**config.mk**
```make
export PLATFORM = sky130hd
export DESIGN_NAME = logic_gate_unit
export DESIGN_NICKNAME = d
export VERILOG_FILES = /design/src/rtl/logic_gate_unit.sv
export SDC_FILE = /design/constraint.sdc
export NUM_CORES = 1
export LEC_CHECK = 0
export CORE_AREA = 3 3 40 42
export CTS_CLUSTER_SIZE = 12
export DETAILED_ROUTE_END_ITERATION = 7
export DIE_AREA = 0 0 43 45
export DONT_BUFFER_PORTS = 1
export GPL_ROUTABILITY_DRIVEN = 0
export REMOVE_ABC_BUFFERS = 1
export SYNTH_ARGS = -nofsm -noshare
export SYNTH_HDL_FRONTEND = slang
export SYNTH_SLANG_ARGS = --single-unit
```
**constraint.sdc**
```tcl
create_clock -name clk -period 1.5 [get_ports clk]
set_input_delay 0.15 -clock clk [delete_from_list [all_inputs] [get_ports clk]]
set_output_delay 0.15 -clock clk [all_outputs]
set_load 0.05 [all_outputs]
```
**src/rtl/logic_gate_unit.sv**
```systemverilog
`default_nettype none
// ============================================================================
// Module   : logic_gate_unit
// Purpose  : Registered N-input bitwise gate (AND / OR / XOR / NAND) with a
//            valid/ready handshake on both sides, plus an optional
//            truth-table sweep engine. The sweep runs every lane-0 input
//            pattern through the selected gate and counts the ones.
// Revision : 1.0 - initial release
// ----------------------------------------------------------------------------
// Parameters
//   WIDTH        bit width of each operand and of the result
//   NIN          number of operands reduced together (2..8)
// Ports
//   clk          rising-edge clock
//   rst_n        asynchronous active-low reset
//   op           00 AND, 01 OR, 10 XOR, 11 NAND (sampled with in_data)
//   in_valid     operand set and op are valid
//   in_ready     block accepts an operand set this cycle
//   in_data      operand k = in_data[k*WIDTH +: WIDTH]
//   out_valid    out_y holds a result
//   out_ready    downstream accepts out_y
//   out_y        registered bitwise result
//   sweep_start  single-cycle sweep request (taken only when idle)
//   sweep_busy   sweep in progress (RUN or DONE)
//   sweep_done   one-cycle pulse when a sweep completes
//   sweep_ones   number of sweep patterns whose lane-0 result was 1
// Build option
//   LOGIC_GATE_UNIT_SWEEP_EN  compiles in the sweep FSM, pattern counter and
//                             ones accumulator. Without it the sweep outputs
//                             are tied to 0 and sweep_start is ignored.
// ============================================================================
module logic_gate_unit #(
  parameter int WIDTH = 1,
  parameter int NIN   = 2
) (
  input  logic                 clk,
  input  logic                 rst_n,
  input  logic [1:0]           op,
  input  logic                 in_valid,
  output logic                 in_ready,
  input  logic [NIN*WIDTH-1:0] in_data,
  output logic                 out_valid,
  input  logic                 out_ready,
  output logic [WIDTH-1:0]     out_y,
  input  logic                 sweep_start,
  output logic                 sweep_busy,
  output logic                 sweep_done,
  output logic [NIN:0]         sweep_ones
);

  localparam logic [1:0] OP_AND  = 2'b00;
  localparam logic [1:0] OP_OR   = 2'b01;
  localparam logic [1:0] OP_XOR  = 2'b10;

  // Reduce all NIN operands lane-wise with the selected operation.
  function automatic logic [WIDTH-1:0] reduce_ops(
    input logic [1:0]           f_op,
    input logic [NIN*WIDTH-1:0] f_data
  );
    logic [WIDTH-1:0] and_r;
    logic [WIDTH-1:0] or_r;
    logic [WIDTH-1:0] xor_r;
    logic [WIDTH-1:0] res;
    and_r = f_data[WIDTH-1:0];
    or_r  = f_data[WIDTH-1:0];
    xor_r = f_data[WIDTH-1:0];
    for (int k = 1; k < NIN; k++) begin
      and_r = and_r & f_data[k*WIDTH +: WIDTH];
      or_r  = or_r  | f_data[k*WIDTH +: WIDTH];
      xor_r = xor_r ^ f_data[k*WIDTH +: WIDTH];
    end
    case (f_op)
      OP_AND:  res = and_r;
      OP_OR:   res = or_r;
      OP_XOR:  res = xor_r;
      default: res = ~and_r;
    endcase
    return res;
  endfunction

  // --------------------------------------------------------------------------
  // Data path: single-entry output register with valid/ready handshake
  // --------------------------------------------------------------------------
  logic             out_valid_q, out_valid_d;
  logic [WIDTH-1:0] out_y_q, out_y_d;
  logic             busy_w;
  logic             xfer_w;
  logic [WIDTH-1:0] result_w;

  assign result_w = reduce_ops(op, in_data);
  // The output register may be refilled in the same cycle it drains.
  assign in_ready = !busy_w && (!out_valid_q || out_ready);
  assign xfer_w   = in_valid && in_ready;

  always_comb begin
    out_valid_d = out_valid_q;
    out_y_d     = out_y_q;
    if (xfer_w) begin
      out_valid_d = 1'b1;
      out_y_d     = result_w;
    end else if (out_ready) begin
      out_valid_d = 1'b0;
    end
  end

  always_ff @(posedge clk or negedge rst_n) begin
    if (!rst_n) begin
      out_valid_q <= 1'b0;
      out_y_q     <= '0;
    end else begin
      out_valid_q <= out_valid_d;
      out_y_q     <= out_y_d;
    end
  end

  assign out_valid = out_valid_q;
  assign out_y     = out_y_q;

`ifdef LOGIC_GATE_UNIT_SWEEP_EN
  // --------------------------------------------------------------------------
  // Truth-table sweep: IDLE -> RUN (2^NIN patterns) -> DONE -> IDLE
  // --------------------------------------------------------------------------
  typedef enum logic [1:0] {
    S_IDLE = 2'd0,
    S_RUN  = 2'd1,
    S_DONE = 2'd2
  } state_t;

  // Counter is one bit wider than the pattern so the last pattern value
  // never wraps back to zero.
  localparam logic [NIN:0] LAST_PAT = {1'b0, {NIN{1'b1}}};
  localparam logic [NIN:0] CNT_ONE  = {{NIN{1'b0}}, 1'b1};

  state_t             state_q, state_d;
  logic [1:0]         op_lat_q, op_lat_d;
  logic [NIN:0]       cnt_q, cnt_d;
  logic [NIN:0]       ones_q, ones_d;
  logic [NIN*WIDTH-1:0] pat_w;
  logic [WIDTH-1:0]   sweep_res_w;

  // Operand k lane 0 carries counter bit k; other lanes are zero and unused.
  always_comb begin
    pat_w = '0;
    for (int k = 0; k < NIN; k++) begin
      pat_w[k*WIDTH] = cnt_q[k];
    end
  end

  assign sweep_res_w = reduce_ops(op_lat_q, pat_w);

  always_comb begin
    state_d  = state_q;
    op_lat_d = op_lat_q;
    cnt_d    = cnt_q;
    ones_d   = ones_q;
    case (state_q)
      S_IDLE: begin
        if (sweep_start) begin
          state_d  = S_RUN;
          op_lat_d = op;
          cnt_d    = '0;
          ones_d   = '0;
        end
      end
      S_RUN: begin
        ones_d = ones_q + {{NIN{1'b0}}, sweep_res_w[0]};
        cnt_d  = cnt_q + CNT_ONE;
        if (cnt_q == LAST_PAT) begin
          state_d = S_DONE;
        end
      end
      S_DONE: begin
        state_d = S_IDLE;
      end
      default: begin
        state_d = S_IDLE;
      end
    endcase
  end

  always_ff @(posedge clk or negedge rst_n) begin
    if (!rst_n) begin
      state_q  <= S_IDLE;
      op_lat_q <= 2'b00;
      cnt_q    <= '0;
      ones_q   <= '0;
    end else begin
      state_q  <= state_d;
      op_lat_q <= op_lat_d;
      cnt_q    <= cnt_d;
      ones_q   <= ones_d;
    end
  end

  assign busy_w     = (state_q == S_RUN) || (state_q == S_DONE);
  assign sweep_busy = busy_w;
  assign sweep_done = (state_q == S_DONE);
  assign sweep_ones = ones_q;
`else
  // Sweep engine not built: outputs held at zero, request ignored.
  logic sweep_start_unused;
  assign sweep_start_unused = sweep_start;
  assign busy_w     = 1'b0;
  assign sweep_busy = 1'b0;
  assign sweep_done = 1'b0;
  assign sweep_ones = '0;
`endif

endmodule
`default_nettype wire
```
Yosys cells after proc, flatten, opt, wreduce, memory -nomap -nowiden --
Index checks and enable logic that the tools add are counted.
Cells by class: equality and inequality tests 2, muxes and demuxes 3, bitwise logic cells 4, reduce and logical (&&, ||, !) cells 5
Operators with widths (count):
- case mux 1 bit (3 select lines) | 1
- == test 2 x 1 -> 1 bit (second input constant) | 1
- == test 2 bit (second input constant) | 1
- logical NOT 2 bit | 1
- 2-to-1 mux 1 bit | 2
- nonzero test 2 bit | 1
- bitwise AND 1 bit | 1
- logical AND 1 bit | 1
- logical NOT 1 bit | 1
- logical OR 1 bit | 1
- inverter 1 bit | 1
- bitwise OR 1 bit | 1
- XOR 1 bit | 1
Storage, ports and cells: register bits 2, input port bits 9, output and inout bits 8, word-level logic and storage cells 16

Depth between registers and ports, before layout --
Gate-level depths: netlist of run 1.
depth after elaboration 4, mapped depth 5, depth with buffers taken out 5

Worst setup path before layout of run 1 --
Ideal clock, no wire load.
kind register to register, start register out_valid_q, in the netlist out_valid, end register out_y_q, in the netlist out_y, data arrival time 1364 ps, required time 1336 ps, slack -28 ps, cell stages (with the launch flop) 4, path buffers 0, cells stage by stage dfrtp_1 -> nand2b_1 -> a21oi_1 -> a41oi_1
On the way: cells in the longest elaborated chain, start to end 3
RTL lines:
- start, declared | RTL line 84 | logic out_valid_q, out_valid_d;
- start signal, assigned | RTL line 111 | out_valid_q <= out_valid_d;
- logical NOT 1 bit | RTL line 92 | assign in_ready = !busy_w && (!out_valid_q || out_ready);
- logical OR 1 bit | RTL line 92
- via in_ready | RTL line 40 | output logic in_ready,
- logical AND 1 bit | RTL line 93 | assign xfer_w = in_valid && in_ready;
- end signal, assigned | RTL line 112 | out_y_q <= out_y_d;
- end, declared | RTL line 85 | logic [WIDTH-1:0] out_y_q, out_y_d;
The timed path passes the listed nets, and every way through them passes these cells. A chain may end at the register's enable or synchronous reset.

Worst setup path after layout of run 1 --
start register out_valid_q, in the netlist out_valid, end output in_ready
On the way: cells in the longest elaborated chain, start to end 2
RTL lines (RTL line):
- logical NOT 1 bit | 92
- logical OR 1 bit | 92
- end, declared | 40
Every way passes these cells.

==> reports/results.tsv, run 1 <==
metric	value	unit
firstDrtPassIters	1	
power_density	1150	nW/um^2
cts_tree	built	
crit_type	reg2out	
path_buf_inv	1	
fmax	0.909	GHz
fin_nets	40	
core_area	1280	sq um
r2r_slack	0.67	ns
syn_avg_cell_area	9.18	sq um
seqPwrFrac	23.1	%
wl	357	um
via_count	149	
timing.hold.ws	0.0358	ns
grt_pass1_wl	579	um
drive_above_1_share	25.9	%
synth_top_family_by_area	buffers and inverters	
cts-root-buf	clkbuf_4	
r2r_end	out_y	
ys_warn_count	0	
stdcell_count	42	
antenna_found_initial	0	
die_height	45	um
slew_violations	0	
critPathTopFamily	flip-flops	
switchingPower	0.105	mW
cpMaxStageDelayCell	dfrtp_1	
syn2layout_area_growth	26.6	%
hold_class	in2reg	
hold_violations	0	
fin_crit	1.10	ns
ir_worst_vdd	241	uV
max-cap-violations	0	
netlist_top_cells_area	dfrtp_1 (26%), buf_4 (19%), ha_1 (13%)	
ioPinCount	17	
globalRouteOverflowTotal	0	
synth-compound-area-share	16.9	%
hold_start	in_valid	
holdPathEnd	out_valid	
yosysTopAreaCell	dfrtp_1	
rsz0062_at_grt	no	
synth_area	193	sq um
yosysSeqAreaShare	26.0	%
cp_slowest_stage_delay	0.37	ns
route.detailed.drc	0	
ys_types	12	
place_area	211	sq um
fp.dieW	43	um
cp_max_fo	4	
timing.rr.start	out_valid	
netlist.area_leader.share	26.0	%
clockPowerShare	41.5	%
skew	0.00197	ns
dieArea	1940	sq um
final_common_cell	conb_1	
grtUsageTotal	4.75	%
clock_path_buffers	2	
tns	0	ns
antenna_left	0	
crit_arrival	0.95	ns
grt_max_degree	5	
synth_fa_ha_area_share	13.0	%
start_util	15.0	%
crit_chain	nand2b_1 > buf_4	
yosys.area_share.simple	16.9	%
cts_buffers	3	
cts_resized	0	
r2r_cells	3	
p_comb_share	35.4	%
ys_ff_latch	2	
rows	13	
finalCritPeriodShare	73.3	%
clock-sinks	2	
p_int	0.175	mW
switching_share	37.5	%
path_clk_slew	0.03	ns
final_area	244	sq um
synth.area.mux_share	0	%
synth_xor_area_share	0	%
required	1.35	ns
viasPerCell	3.55	
holdPathStages	1	
grt_pass1_vias	165	
clkLatencyLatePin	0.22	ns
dp_cells	38	
drt_iter0_markers	0	
status	completed	
antenna_cells	0	
io_buffer_count	0	
wl_per_cell	8.50	um
utilization	19.0	%
final_cell_mix	conb_1 (5), inv_1 (3), clkbuf_4 (3), buf_4 (3)	
start_kind	flop	
setup_viol	0	
end_kind	output pin	
p_leak	0.122	nW
synthCells	21	
htree_levels	1	
-- worst register-to-register path: cells and delay by family (launching register included) --
kind | cells | cell delay [ns]
simple gates | 1 | 0.14
compound gates | 2 | 0.24
flops | 1 | 0.37
-- routing by layer --
metal	track usage (%)	share of wire (%)
met5	0	0
met4	5.42	0
met3	5.18	31
met2	5.69	37
met1	3.86	32
-- logic make-up (layout without fill, tap and decap cells) --
kind of cell / count (synthesis) / in the layout
buffers and inverters: 8 / 10
AOI/OAI and AO/OA: 4 / 4
and+or+nand+nor: 4 / 4
adders and majority gates: 2 / 2
DFF: 2 / 2
other: 1 / 5
-- power groups by stage --
stage	registers [mW]	logic, mW	clock network [mW]
2_1_floorplan	0.0875	0.0566	0
3_3_place_gp	0.0648	0.0955	0
3_5_place_dp	0.0649	0.0969	0
4_1_cts	0.0643	0.0998	0.127
5_1_grt	0.0658	0.105	0.132
6_report	0.0647	0.0990	0.116
-- Yosys cell counts, drive strengths merged --
master,instances
a41oi,1
conb,1
dfrtp,2
o221ai,1
ha,2
nor2b,1
a221o,1
nand2b,3
inv,3
a21oi,1
buf,5
-- sequential cells by signal (all words and copies together) (netlist names) --
signal     count
out_valid      1
out_y          1
-- timing repair --
item,4_1_cts,5_1_grt
hold endpoints to repair,2,0
hold buffers,1,0
setup buffers,0,0
-- through the flow --
stage | worst slack (ns) | power (mW)
floorplan | -0.0278 | 0.144
global placement | 0.364 | 0.160
detailed placement | 0.343 | 0.162
CTS | 0.390 | 0.291
global route | 0.313 | 0.302
finish | 0.400 | 0.280
-- how the worst max path moves through the flow --
stage,startpoint,endpoint,slack (ns),cells after the start
4_1_cts,out_valid,in_ready,0.39,2
5_1_grt,out_valid,in_ready,0.31,2
6_report,out_valid,in_ready,0.40,2
2_1_floorplan,out_valid,out_y,-0.03,3
3_3_place_gp,in_data[0],out_y,0.36,5
3_5_place_dp,in_data[0],out_y,0.34,5
-- layout make-up --
class	instances	area [sq um]
Clock buffer	3	22.5
Timing Repair Buffer	4	32.5
Fill cell	147	1040
Sequential cell	2	50.0
Inverter	3	11.3
Multi-Input combinational cell	15	109
Tap cell	15	18.8
No activity file was read; power rests on OpenSTA's default activity.
==> inputs of run 2 (changes only) <==
ABC_AREA = 1   (was not set)
clock period = 1.1 ns   (was 1.5 ns; I/O delays follow)
==> reports/results.tsv, run 2 <==
metric	value	unit
status	completed	
cp_slowest_stage_delay	0.36	ns
antenna_left	0	
drive_above_1_share	16.2	%
yosysSeqAreaShare	25.5	%
firstDrtPassIters	2	
holdPathEnd	out_valid	
p_int	0.239	mW
ys_warn_count	0	
fp.dieW	43	um
start_kind	flop	
globalRouteOverflowTotal	0	
cpMaxStageDelayCell	dfrtp_1	
finalWorstSetupSlack	0.0973	ns
ir_worst_vdd	189	uV
syn2layout_area_growth	26.1	%
fin_nets	50	
core_area	1280	sq um
dp_hpwl	298	um
antenna_found_initial	0	
power_density	1590	nW/um^2
r2r_cells	4	
stdcell_count	52	
p_comb_share	37.1	%
fillCellCount	149	
clock-sinks	2	
yosys.cell_count.top_type	nand2_1	
rows	13	
required	0.99	ns
hold_class	in2reg	
grtUsageTotal	3.83	%
final_common_cell	nand2_1	
p_leak	0.159	nW
wl_per_cell	6.81	um
synth_edf_count	0	
wl	354	um
rsz0062_at_grt	no	
r2r_end	out_y	
end_kind	output pin	
synth_area	196	sq um
drt_iter0_markers	1	
die_height	45	um
cts_tree	built	
finalCritPeriodShare	91.2	%
fmax	0.997	GHz
cts-root-buf	clkbuf_4	
viasPerCell	3.19	
holdPathStages	2	
crit_type	reg2out	
antenna_cells	0	
io_buffer_count	0	
grt_max_degree	4	
ys_ff_latch	2	
switchingPower	0.156	mW
cp_max_fo	3	
skew	0.000444	ns
synthCells	31	
hold_violations	0	
preCtsSetupSlack	0.274	ns
hold_start	in_valid	
setup_viol	0	
ys_types	7	
clock_path_buffers	2	
start_util	15.3	%
switching_share	39.6	%
synthTopCellsByCount	nand2_1 (14), inv_1 (6), buf_4 (5)	
timing.rr.start	out_valid	
cts_buffers	3	
yosysTopAreaCell	nand2_1	
grt_pass1_wl	469	um
crit_chain	nand2_1 > buf_4	
r2r_slack	0.32	ns
clockPowerShare	40.2	%
critPathTopFamily	flip-flops	
netlist_top_cells_area	nand2_1 (27%), dfrtp_1 (25%), buf_4 (19%)	
max-cap-violations	0	
synthFlopType	dfrtp_1	
async_reset_ff_share	100	%
syn_avg_cell_area	6.34	sq um
clkLatencyLatePin	0.22	ns
seqPwrFrac	22.7	%
netlist.area_leader.share	26.8	%
grt_pass1_vias	147	
htree_levels	1	
crit_arrival	0.89	ns
path_clk_slew	0.03	ns
p_total	0.395	mW
dieArea	1940	sq um
final_cell_mix	nand2_1 (14), inv_1 (6), conb_1 (5), clkbuf_4 (3), buf_4 (3)	
path_buf_inv	1	
dp_cells	48	
ioPinCount	17	
via_count	166	
fin_crit	1.00	ns
route.detailed.drc	0	
postCtsSetupRepairBufs	0	
slew_violations	0	
[run 2: power groups by stage]
| stage | combinational (mW) | sequential, mW | clock, mW |
|---|---|---|---|
| after floorplan | 0.0777 | 0.128 | 0 |
| after global placement | 0.142 | 0.0904 | 0 |
| after detailed placement | 0.143 | 0.0906 | 0 |
| after CTS | 0.147 | 0.0898 | 0.171 |
| after global routing | 0.156 | 0.0918 | 0.171 |
| final | 0.146 | 0.0897 | 0.159 |
[run 2: cell type report]
type	instances	area, sq um	share of cell area [%]
Multi-Input combinational cell	22	101	40.9
Tap cell	15	18.8	7.58
Sequential cell	2	50.0	20.2
Timing Repair Buffer	4	32.5	13.1
Inverter	6	22.5	9.09
Clock buffer	3	22.5	9.09
[run 2: what timing repair did]
action,CTS,global route
hold buffers,1,0
gates resized for setup,0,0
setup endpoints to repair,0,0
hold endpoints to repair,2,0
[run 2: logic make-up after synthesis]
kind of cell	after synthesis	share of synthesized area, %
simple gates	14	26.8
fa+ha+maj	2	12.7
buf+inv	11	30.6
compound gates	1	2.55
flops	2	25.5
other cells	1	1.91
[run 2: worst reg2reg max path, stage by stage, from the launching register on]
cell and delay [ns]:
dfrtp_1 0.36, nand2_1 0.10, nand2_1 0.09, nand2_1 0.07, nand2_1 0.05
[run 2: per-stage QoR]
step	area, sq um	util, %	TNS, ns	hold slack [ns]
2_1_floorplan	174	-	-0.801	-0.186
3_3_place_gp	215	16.7	0	-0.186
3_5_place_dp	215	16.7	0	-0.186
4_1_cts	248	19.3	0	0.0488
5_1_grt	248	19.3	0	0.0692
6_report	248	19.3	0	0.0515
[run 2: worst max-delay path by stage]
stage	from	endpoint	slack, ns	cells after the start
global route	out_valid	in_ready	0.04	2
detailed placement	in_data[0]	out_y	0.27	8
floorplan	out_valid	out_y	-0.41	5
global placement	in_data[0]	out_y	0.27	8
finish	out_valid	in_ready	0.1	2
CTS	out_valid	in_ready	0.08	2
[run 2: layer usage]
metal	share of wire, %	up-vias	track usage [%]
li1	-	91	-
met1	37	64	2.89
met2	47	11	5.39
met3	16	0	1.59
met4	0	0	7.23
met5	0	-	0
==> inputs of run 3 (changes only) <==
BUFFER_PORTS_ARGS = -buffer_cell sky130_fd_sc_hd__buf_2   (was not set)
DONT_BUFFER_PORTS = not set   (was 1)
clock period = 1.2 ns   (was 1.1 ns; I/O delays follow)
==> reports/results.tsv, run 3 (same netlist as run 2, synthesis figures left out) <==
metric	value	unit
grt_pass1_wl	531	um
power_density	1330	nW/um^2
cts_tree	built	
fin_crit	1.07	ns
slew_violations	0	
viasPerCell	3.29	
timing.hold.ws	0.147	ns
stdcell_count	59	
die_height	45	um
core_area	1280	sq um
max-cap-violations	0	
cts_buffers	3	
final_common_cell	nand2_1	
path_clk_slew	0.03	ns
antenna_cells	0	
hold_violations	0	
crit_type	reg2out	
ioPinCount	17	
dp_hpwl	303	um
skew	0.00120	ns
fp.dieW	43	um
io_buffer_count	10	
grt_pass1_vias	152	
firstDrtPassIters	3	
rows	13	
antenna_left	0	
p_leak	0.184	nW
wl_per_cell	6.02	um
cts-root-buf	clkbuf_4	
antenna_found_initial	0	
grtUsageTotal	4.33	%
wl	355	um
end_kind	output pin	
final_cell_mix	nand2_1 (14), buf_2 (10), inv_1 (6), conb_1 (5), clkbuf_4 (3)	
cp_max_fo	3	
globalRouteOverflowTotal	0	
r2r_slack	0.43	ns
via_count	194	
ir_worst_vdd	170	uV
dp_cells	55	
fmax	0.936	GHz
hold_class	in2reg	
htree_levels	1	
required	1.08	ns
grt_max_degree	4	
syn2layout_area_growth	40.1	%
start_util	15.3	%
crit_arrival	0.95	ns
clock-sinks	2	
utilization	21.4	%
place_area	243	sq um
clkLatencyLatePin	0.22	ns
setup_viol	0	
route.detailed.drc	0	
final_area	275	sq um
start_kind	flop	
rsz0062_at_grt	no	
drive_above_1_share	29.5	%
status	completed	
drt_iter0_markers	2	
fin_nets	57	
tns	0	ns
postCtsSetupRepairBufs	0	
finalCritPeriodShare	89.0	%
clock_path_buffers	2	
dieArea	1940	sq um
## run 3: worst paths after layout
| check | startpoint | end | depth (start not counted) |
|---|---|---|---|
| worst min register to register | out_y | out_y | 2 |
| worst max register to register | out_valid | out_y | 4 |
| worst min-delay path | in_valid | out_valid | 3 |
| min in group asynchronous | rst_n | out_y | 2 |
| max in group asynchronous | rst_n | out_valid | 2 |
| worst max-delay path | out_valid | in_ready | 2 |
## run 3: final cells by class
cell class / instances / area (sq um)
fill: 156 / 1010
inverter: 6 / 22.5
sequential: 2 / 50.0
multi-input combinational: 22 / 101
clock buffer: 3 / 22.5
timing repair buffer: 11 / 60.1
tap: 15 / 18.8
## run 3: through the flow
stage	power [mW]	worst slack, ns
floorplan	0.188	-0.307
global route	0.400	0.0598
global placement	0.219	0.253
detailed placement	0.220	0.247
CTS	0.378	0.117
finish	0.367	0.132
## run 3: report_power, final
part           total, mW  leakage [nW]  internal, mW  switching (mW)
Sequential        0.0816        0.0234        0.0775         0.00407
Combinational      0.139         0.147        0.0314           0.108
Clock              0.146        0.0138         0.110          0.0355
## run 3: repair_timing
action,CTS,global route
hold endpoints to repair,2,0
hold buffers,1,0
gates resized for setup,0,0
## run 3: metal layers
layer / track usage (%) / vias up / share of wire, %
met5: 0 / - / 0
met4: 7.23 / 0 / 0
met3: 3.19 / 0 / 15
met2: 5.39 / 11 / 46
met1: 3.37 / 76 / 38
li1: - / 107 / -
## run 3: worst max-delay path, cell delays in order (launching register included)
cell and delay, ns:
dfrtp_1 0.36, nand2_1 0.10, buf_2 0.27
